**config.mk**
```make
export PLATFORM = sky130hd
export DESIGN_NAME = ddr3_req_queue
export DESIGN_NICKNAME = d
export VERILOG_FILES = /design/src/rtl/ddr3_req_queue_pkg.sv /design/src/rtl/ddr3_req_queue_open_row_table.sv /design/src/rtl/ddr3_req_queue.sv
export SDC_FILE = /design/constraint.sdc
export NUM_CORES = 1
export LEC_CHECK = 0
export BUFFER_PORTS_ARGS = -buffer_cell sky130_fd_sc_hd__buf_2
export CAP_MARGIN = 20
export CORE_ASPECT_RATIO = 1.2
export CORE_MARGIN = 2
export CORE_UTILIZATION = 60
export DETAILED_ROUTE_END_ITERATION = 8
export GPL_TIMING_DRIVEN = 0
export PLACE_DENSITY_LB_ADDON = 0.3
export SLEW_MARGIN = 20
export SYNTH_ARGS = -nofsm -noshare
export SYNTH_HDL_FRONTEND = slang
export SYNTH_SLANG_ARGS = --single-unit
```
**constraint.sdc**
```tcl
create_clock -name clk -period 8.6 [get_ports clk]
set_clock_uncertainty 0.05 [all_clocks]
set_input_delay 0.86 -clock clk [delete_from_list [all_inputs] [get_ports clk]]
set_output_delay 0.86 -clock clk [all_outputs]
set_load 0.02 [all_outputs]
```
**src/rtl/ddr3_req_queue_pkg.sv**
```systemverilog
// ----------------------------------------------------------------------------
// ddr3_req_queue_pkg
// Shared DDR3 parameters: device geometry, host address split widths, BL8
// burst data/mask widths, and the queue entry layout used by the request
// queue and its open-row table.
// ----------------------------------------------------------------------------
package ddr3_req_queue_pkg;

  // Device parameters (x16 part, 8 banks, BL8)
  localparam int unsigned DDR3_DQ_W      = 16;
  localparam int unsigned DDR3_BURST_LEN = 8;
  localparam int unsigned DDR3_NUM_BANKS = 8;

  // Host address split: {row, bank, column}
  localparam int unsigned DDR3_ROW_BITS  = 13;
  localparam int unsigned BANK_BITS      = 3;
  localparam int unsigned COL_BITS       = 10;
  // Row field as presented to the controller (rows are zero-extended to this)
  localparam int unsigned ROW_OUT_W      = 14;

  // One BL8 burst worth of data and its byte mask
  localparam int unsigned BL8_DATA_W     = DDR3_BURST_LEN * DDR3_DQ_W;
  localparam int unsigned BL8_MASK_W     = BL8_DATA_W / 8;

  typedef logic [ROW_OUT_W-1:0]  row_t;
  typedef logic [BANK_BITS-1:0]  bank_t;
  typedef logic [COL_BITS-1:0]   col_t;
  typedef logic [BL8_DATA_W-1:0] wdata_t;
  typedef logic [BL8_MASK_W-1:0] wmask_t;

  // One queued command
  typedef struct packed {
    logic   write;
    bank_t  ba;
    row_t   row;
    col_t   col;
    wdata_t wdata;
    wmask_t wmask;
  } req_entry_t;

endpackage

```
**src/rtl/ddr3_req_queue_open_row_table.sv**
```systemverilog
// ----------------------------------------------------------------------------
// ddr3_open_row_table
// Tracks, per bank, whether a row is open and which one. A command transfer
// opens its row in its bank; PRECHARGE ALL closes every bank, except that a
// transfer on the same edge still opens its own bank.
// Ports:
//   clk, rst_n        clock, async active-low reset (open bits only)
//   upd_en/ba/row     command transfer: mark {ba} open with {row}
//   clr_all           PRECHARGE ALL issued this edge
//   lkp_en/ba/row     lookup qualifier, bank and row of the head command
//   lkp_hit           lkp_en && open[lkp_ba] && row[lkp_ba] == lkp_row
// ----------------------------------------------------------------------------
module ddr3_open_row_table
  import ddr3_req_queue_pkg::*;
(
  input  logic  clk,
  input  logic  rst_n,
  input  logic  upd_en,
  input  bank_t upd_ba,
  input  row_t  upd_row,
  input  logic  clr_all,
  input  logic  lkp_en,
  input  bank_t lkp_ba,
  input  row_t  lkp_row,
  output logic  lkp_hit
);

  logic [DDR3_NUM_BANKS-1:0] open_q, open_d;
  row_t                      row_q [DDR3_NUM_BANKS];
  row_t                      row_d [DDR3_NUM_BANKS];

  // Next-state of the table: the update for its own bank takes priority over the clear
  always_comb begin
    open_d = '0;
    for (int i = 0; i < DDR3_NUM_BANKS; i++) begin
      row_d[i]  = (upd_en && (upd_ba == BANK_BITS'(i))) ? upd_row : row_q[i];
      open_d[i] = (upd_en && (upd_ba == BANK_BITS'(i))) ? 1'b1
                : (clr_all ? 1'b0 : open_q[i]);
    end
  end

  // Open bits: reset to all banks closed
  always_ff @(posedge clk or negedge rst_n) begin
    if (!rst_n) begin
      open_q <= '0;
    end else begin
      open_q <= open_d;
    end
  end

  // Row storage: only meaningful while the matching open bit is set, so no reset
  always_ff @(posedge clk) begin
    row_q <= row_d;
  end

  assign lkp_hit = lkp_en && open_q[lkp_ba] && (row_q[lkp_ba] == lkp_row);

endmodule

```
**src/rtl/ddr3_req_queue.sv**
```systemverilog
// ----------------------------------------------------------------------------
// ddr3_req_queue
// DEPTH-entry FIFO of host read/write requests in front of a DDR3 controller.
// The head entry is presented from registered storage together with a row-hit
// flag taken from the per-bank open-row table.
// Ports:
//   clk, rst_n                 controller clock, async active-low reset
//   req_valid/ready            host request handshake
//   req_write/addr/wdata/wmask request: addr = {row, bank[2:0], col[9:0]}
//   cmd_valid/ready            controller handshake for the head entry
//   cmd_write/ba/row/col/...   head entry fields (row zero-extended to 14 bits)
//   cmd_row_hit                head row is the row currently open in cmd_ba
//   pre_all                    controller issued PRECHARGE ALL
//   count                      occupied entries, 0..DEPTH
// ----------------------------------------------------------------------------
module ddr3_req_queue
  import ddr3_req_queue_pkg::*;
#(
  parameter int unsigned DEPTH    = 4,
  parameter int unsigned ROW_BITS = DDR3_ROW_BITS
) (
  input  logic                                  clk,
  input  logic                                  rst_n,
  input  logic                                  req_valid,
  output logic                                  req_ready,
  input  logic                                  req_write,
  input  logic [ROW_BITS+BANK_BITS+COL_BITS-1:0] req_addr,
  input  logic [BL8_DATA_W-1:0]                 req_wdata,
  input  logic [BL8_MASK_W-1:0]                 req_wmask,
  output logic                                  cmd_valid,
  input  logic                                  cmd_ready,
  output logic                                  cmd_write,
  output logic [BANK_BITS-1:0]                  cmd_ba,
  output logic [ROW_OUT_W-1:0]                  cmd_row,
  output logic [COL_BITS-1:0]                   cmd_col,
  output logic [BL8_DATA_W-1:0]                 cmd_wdata,
  output logic [BL8_MASK_W-1:0]                 cmd_wmask,
  output logic                                  cmd_row_hit,
  input  logic                                  pre_all,
  output logic [$clog2(DEPTH):0]                count
);

  localparam int unsigned PTR_W = $clog2(DEPTH);
  localparam int unsigned CNT_W = PTR_W + 1;
  localparam logic [CNT_W-1:0] FULL_CNT = CNT_W'(DEPTH);

  logic [PTR_W-1:0] wr_ptr_q, wr_ptr_d;
  logic [PTR_W-1:0] rd_ptr_q, rd_ptr_d;
  logic [CNT_W-1:0] count_q, count_d;
  req_entry_t       mem_q [DEPTH];
  req_entry_t       wr_entry_d;
  req_entry_t       head;
  logic             push;
  logic             pop;

  // Handshake flags depend only on the registered count, never on cmd_ready
  assign req_ready = (count_q != FULL_CNT);
  assign cmd_valid = (count_q != {CNT_W{1'b0}});
  assign count     = count_q;

  assign push = req_valid && req_ready;
  assign pop  = cmd_valid && cmd_ready;

  // Split the host address into entry fields; the row is zero-extended
  always_comb begin
    wr_entry_d       = '0;
    wr_entry_d.write = req_write;
    wr_entry_d.col   = req_addr[COL_BITS-1:0];
    wr_entry_d.ba    = req_addr[COL_BITS +: BANK_BITS];
    wr_entry_d.row   = ROW_OUT_W'(req_addr[COL_BITS+BANK_BITS +: ROW_BITS]);
    wr_entry_d.wdata = req_wdata;
    wr_entry_d.wmask = req_wmask;
  end

  // Pointer and occupancy next-state; pointers wrap naturally as DEPTH is a power of two
  always_comb begin
    wr_ptr_d = push ? (wr_ptr_q + PTR_W'(1)) : wr_ptr_q;
    rd_ptr_d = pop  ? (rd_ptr_q + PTR_W'(1)) : rd_ptr_q;
    case ({push, pop})
      2'b10:   count_d = count_q + CNT_W'(1);
      2'b01:   count_d = count_q - CNT_W'(1);
      default: count_d = count_q;
    endcase
  end

  // Queue control state
  always_ff @(posedge clk or negedge rst_n) begin
    if (!rst_n) begin
      wr_ptr_q <= '0;
      rd_ptr_q <= '0;
      count_q  <= '0;
    end else begin
      wr_ptr_q <= wr_ptr_d;
      rd_ptr_q <= rd_ptr_d;
      count_q  <= count_d;
    end
  end

  // Entry storage: never reset, contents are only visible behind cmd_valid
  always_ff @(posedge clk) begin
    if (push) begin
      mem_q[wr_ptr_q] <= wr_entry_d;
    end
  end

  assign head      = mem_q[rd_ptr_q];
  assign cmd_write = head.write;
  assign cmd_ba    = head.ba;
  assign cmd_row   = head.row;
  assign cmd_col   = head.col;
  assign cmd_wdata = head.wdata;
  assign cmd_wmask = head.wmask;

  // Hit looks at the head only; the lookup is gated so it reads 0 when empty
  ddr3_open_row_table u_open_rows (
    .clk     (clk),
    .rst_n   (rst_n),
    .upd_en  (pop),
    .upd_ba  (head.ba),
    .upd_row (head.row),
    .clr_all (pre_all),
    .lkp_en  (cmd_valid),
    .lkp_ba  (head.ba),
    .lkp_row (head.row),
    .lkp_hit (cmd_row_hit)
  );

endmodule
```
==> summary.txt <==
Run status
  • Status: completed

Placed design
  • Gp weighted congestion: 0.804
  • Post-placement cell count: between 2000 and 2500
  • Pre-CTS setup slack: 4.40 ns
  • PortBufs: 351
  • Post-detail-place hpwl: between 30 and 40 mm

STA
  • Total negative slack: 0 ns
  • Final min period: 4.74 ns
  • Setup ws final: 3.86 ns
  • Max-slew violations: 0
  • Number of failing hold endpoints at the final stage: 0
  • RSZ-0062 raised after global routing: false
  • Final Setup Violations: 0
  • Max Clock Freq: between 200 and 250 MHz
  • Final period util: ~55%
  • Slew headroom: 41.6%
  • Worst-Margin Slew: between 0.8 and 0.9 ns

Setup path
  • Critical Path RT: 7.69 ns
  • Worst setup SP type: flop
  • Critical-path cell list: buf_2, buf_1, clkbuf_1, clkbuf_1, mux4_2, buf_2
  • Worst-case reg-to-reg path depth: 8
  • Critical path's slowest cell: clkbuf_1
  • Critical Path Max Stage Delay: 0.72 ns
  • Worst path arrival time: around 3.8 ns
  • Crit Reg-Reg Endpoint: u_open_rows.row_q[104]
  • Number of buffers and inverters on the critical path: 5
  • R2R setup slack: 5.44 ns
  • CP delay by family, top: buffers and inverters
  • Worst Setup Path Type: flop to primary output
  • R2r startpoint: rd_ptr_q[0]
  • Worst-path maximum fanout: 10
  • CP endpoint kind: primary output

Layout
  • Final net count: 1834
  • Util after Layout: 71.3%
  • Area grow syn2layout: 18.0%
  • Finished Layout Cells: 2358
  • Fraction of layout instances using a drive strength above 1: 40.2%

Routing
  • Vias per cell: between 5 and 6
  • Wirelength, routed: 60.3 mm
  • Residual DRC: 0
  • Routed len/inst: 25.6 um
  • Initial DRC Count: 918
  • Antenna-violating nets left: 0
  • Drt first pass iters: 5
  • Total number of vias: 13800

Floorplanning
  • Die footprint: 51100 um2
  • Die Y-Extent: approximately 250 um
  • I/O Pins: 354
  • Core Area: around 49000 um2
  • Chip width: 207 um
  • # rows: 89
  • Initial Utilization: roughly three fifths

Global route
  • Largest net degree at the start of global routing: 44
  • Vias in the first global route: 14400
  • Tot GR Track Use: a little under a quarter
  • Initial antenna violation count: 21
  • Grt ovf: 0
  • Global-route wire length before repair: 87.0 mm

Worst hold path
  • Hold Crit Class: input port to asynchronous set/reset pin

Clock network
  • Clock Latency Late Sink: approximately 0.6 ns
  • Htree depth: 3
  • # clock sinks: 803
  • CTS tree: done
  • TritonCTS buffer count: 75
  • Clock transition at the registers of the reported paths: roughly 0.060 ns
  • Post-CTS Resized: 0
  • CTS root buf: clkbuf_16
  • Post-CTS Hold Fix Bufs: 0
  • Maximum clock path buffer count: 3
  • Setup repair bufs after CTS: 0

Pwr
  • PD cells: between 300 and 400 nW/um2
  • Power Total: about 13 mW
  • Worst VDD drop: approximately 0.00034 V
  • Lkg Pwr: 11.9 nW

Logic synthesis
  • Yosys reg bits: 803
  • Cells after Synth: 1208
  • Register area share after synthesis: between 80% and 90%
  • Syn_nets: 1390
  • Yosys warns: 0
  • Post-Syn Area per Cell: 24.5 um2
  • Synthesized cell area: roughly 30000 um2
  • Cell variety after synth: 42

Flow run
  • Max cap viols: 0
==> synth_stat cells, drive strengths merged <==
cell	n	area, um2
inv	14	52.6
nand3	1	5.00
and2	3	18.8
nor4	1	12.5
a221oi	9	78.8
a21oi	2	10.0
or2	1	6.26
nor2	12	52.6
conb	1	3.75
buf	34	211
a31oi	1	6.26
o21ai	3	15.0
nand2	8	30.0
nand4	3	18.8
and3	4	25.0
xor2	8	70.1
a211oi	1	7.51
xnor2	15	131
o22ai	17	106
a32oi	1	8.76
mux2	18	214
a22oi	2	15.0
clkbuf	21	78.8
or3	1	6.26
fa	1	20.0
nor3	1	5.00
edfxtp	788	23700
ha	5	62.6
mux4	171	3860
mux2i	39	390
o32ai	1	8.76
nor2b	3	18.8
nand2b	3	18.8
dfrtp	15	375
==> area by class of cell <==
class / instances / area, um2
clock inverter: 40 / 300
inverter: 14 / 52.6
fill: 2897 / 14000
sequential: 803 / 24000
antenna: 13 / 32.5
timing repair buffer: 367 / 2160
tap: 637 / 797
clock buffer: 93 / 2010
multi-input combinational: 336 / 5270
buffer: 55 / 290
==> layer usage <==
layer | vias up | GRT usage (%) | part of all wire (%)
met5 | - | 0 | 0.17
met4 | 18 | 9.35 | 3.2
met3 | 119 | 6.84 | 7.4
met2 | 437 | 41.5 | 54
met1 | 7147 | 27.9 | 36
li1 | 6033 | - | -
==> cell usage in the layout, fill, tap and decap left out, types with 2 or more instances in the layout <==
cell	count
edfxtp_1	788
buf_2	370
mux4_2	168
clkbuf_16	78
mux2i_1	39
clkbuf_1	36
o22ai_1	17
clkinv_1	16
xnor2_1	15
dfrtp_1	15
inv_1	14
diode_2	13
clkinv_2	13
mux2_1	11
buf_16	11
a221oi_1	9
nand2_1	8
nor2_2	8
xor2_1	8
buf_1	6
buf_6	5
ha_1	5
buf_12	5
and3_4	4
mux2_2	4
mux4_1	3
and2_1	3
nand2b_1	3
nor2_1	3
o21ai_0	3
nor2b_1	3
mux2_4	3
nand4_1	3
buf_4	3
inv_6	3
clkinvlp_4	3
bufinv_16	3
a21oi_1	2
a22oi_1	2
==> logic make-up after synthesis <==
logic type	synth area share, %
DFF	81.2
muxes	15.1
buffers and inverters	1.16
and+or+nand+nor	0.735
AOI/OAI and AO/OA	0.866
xor gates and xnor gates	0.680
adders and majority gates	0.279
other	0.0127
==> through the flow <==
step | hold slack (ns) | cell area (um2)
detailed placement | 0.465 | 32600
global placement | 0.445 | 32200
CTS | 0.0786 | 34900
floorplan | 0.451 | 29600
finish | 0.101 | 34900
global route | 0.107 | 34900
==> flip-flops by register name (all words and copies together), names as in the netlist <==
name	count
mem_q	684
wr_ptr_q	2
rd_ptr_q	2
u_open_rows.row_q	104
u_open_rows.open_q	8
count	3
==> how the worst max path moves through the flow <==
stage / from / endpoint / slack [ns] / cells past startpoint
after floorplan: count[0] / mem_q[0][0] / 3.14 / 3
after global placement: req_valid / mem_q[0][22] / -0.06 / 2
after detailed placement: rd_ptr_q[1] / cmd_wdata[27] / 4.40 / 6
after CTS: rd_ptr_q[1] / cmd_wdata[27] / 3.74 / 6
after global routing: rd_ptr_q[1] / cmd_wdata[27] / 3.67 / 6
final: rd_ptr_q[1] / cmd_wdata[27] / 3.86 / 6
==> power breakdown <==
group / internal [mW] / leakage, nW / switching, mW / total [mW]
clock network: 1.75 / 1.13 / 1.35 / 3.10
registers: 5.25 / 7.40 / 0.175 / 5.43
logic: 1.74 / 3.41 / 2.79 / 4.53
total: 8.75 / 11.9 / 4.31 / 13.1
Note: power is estimated with default switching activity, not from simulation.
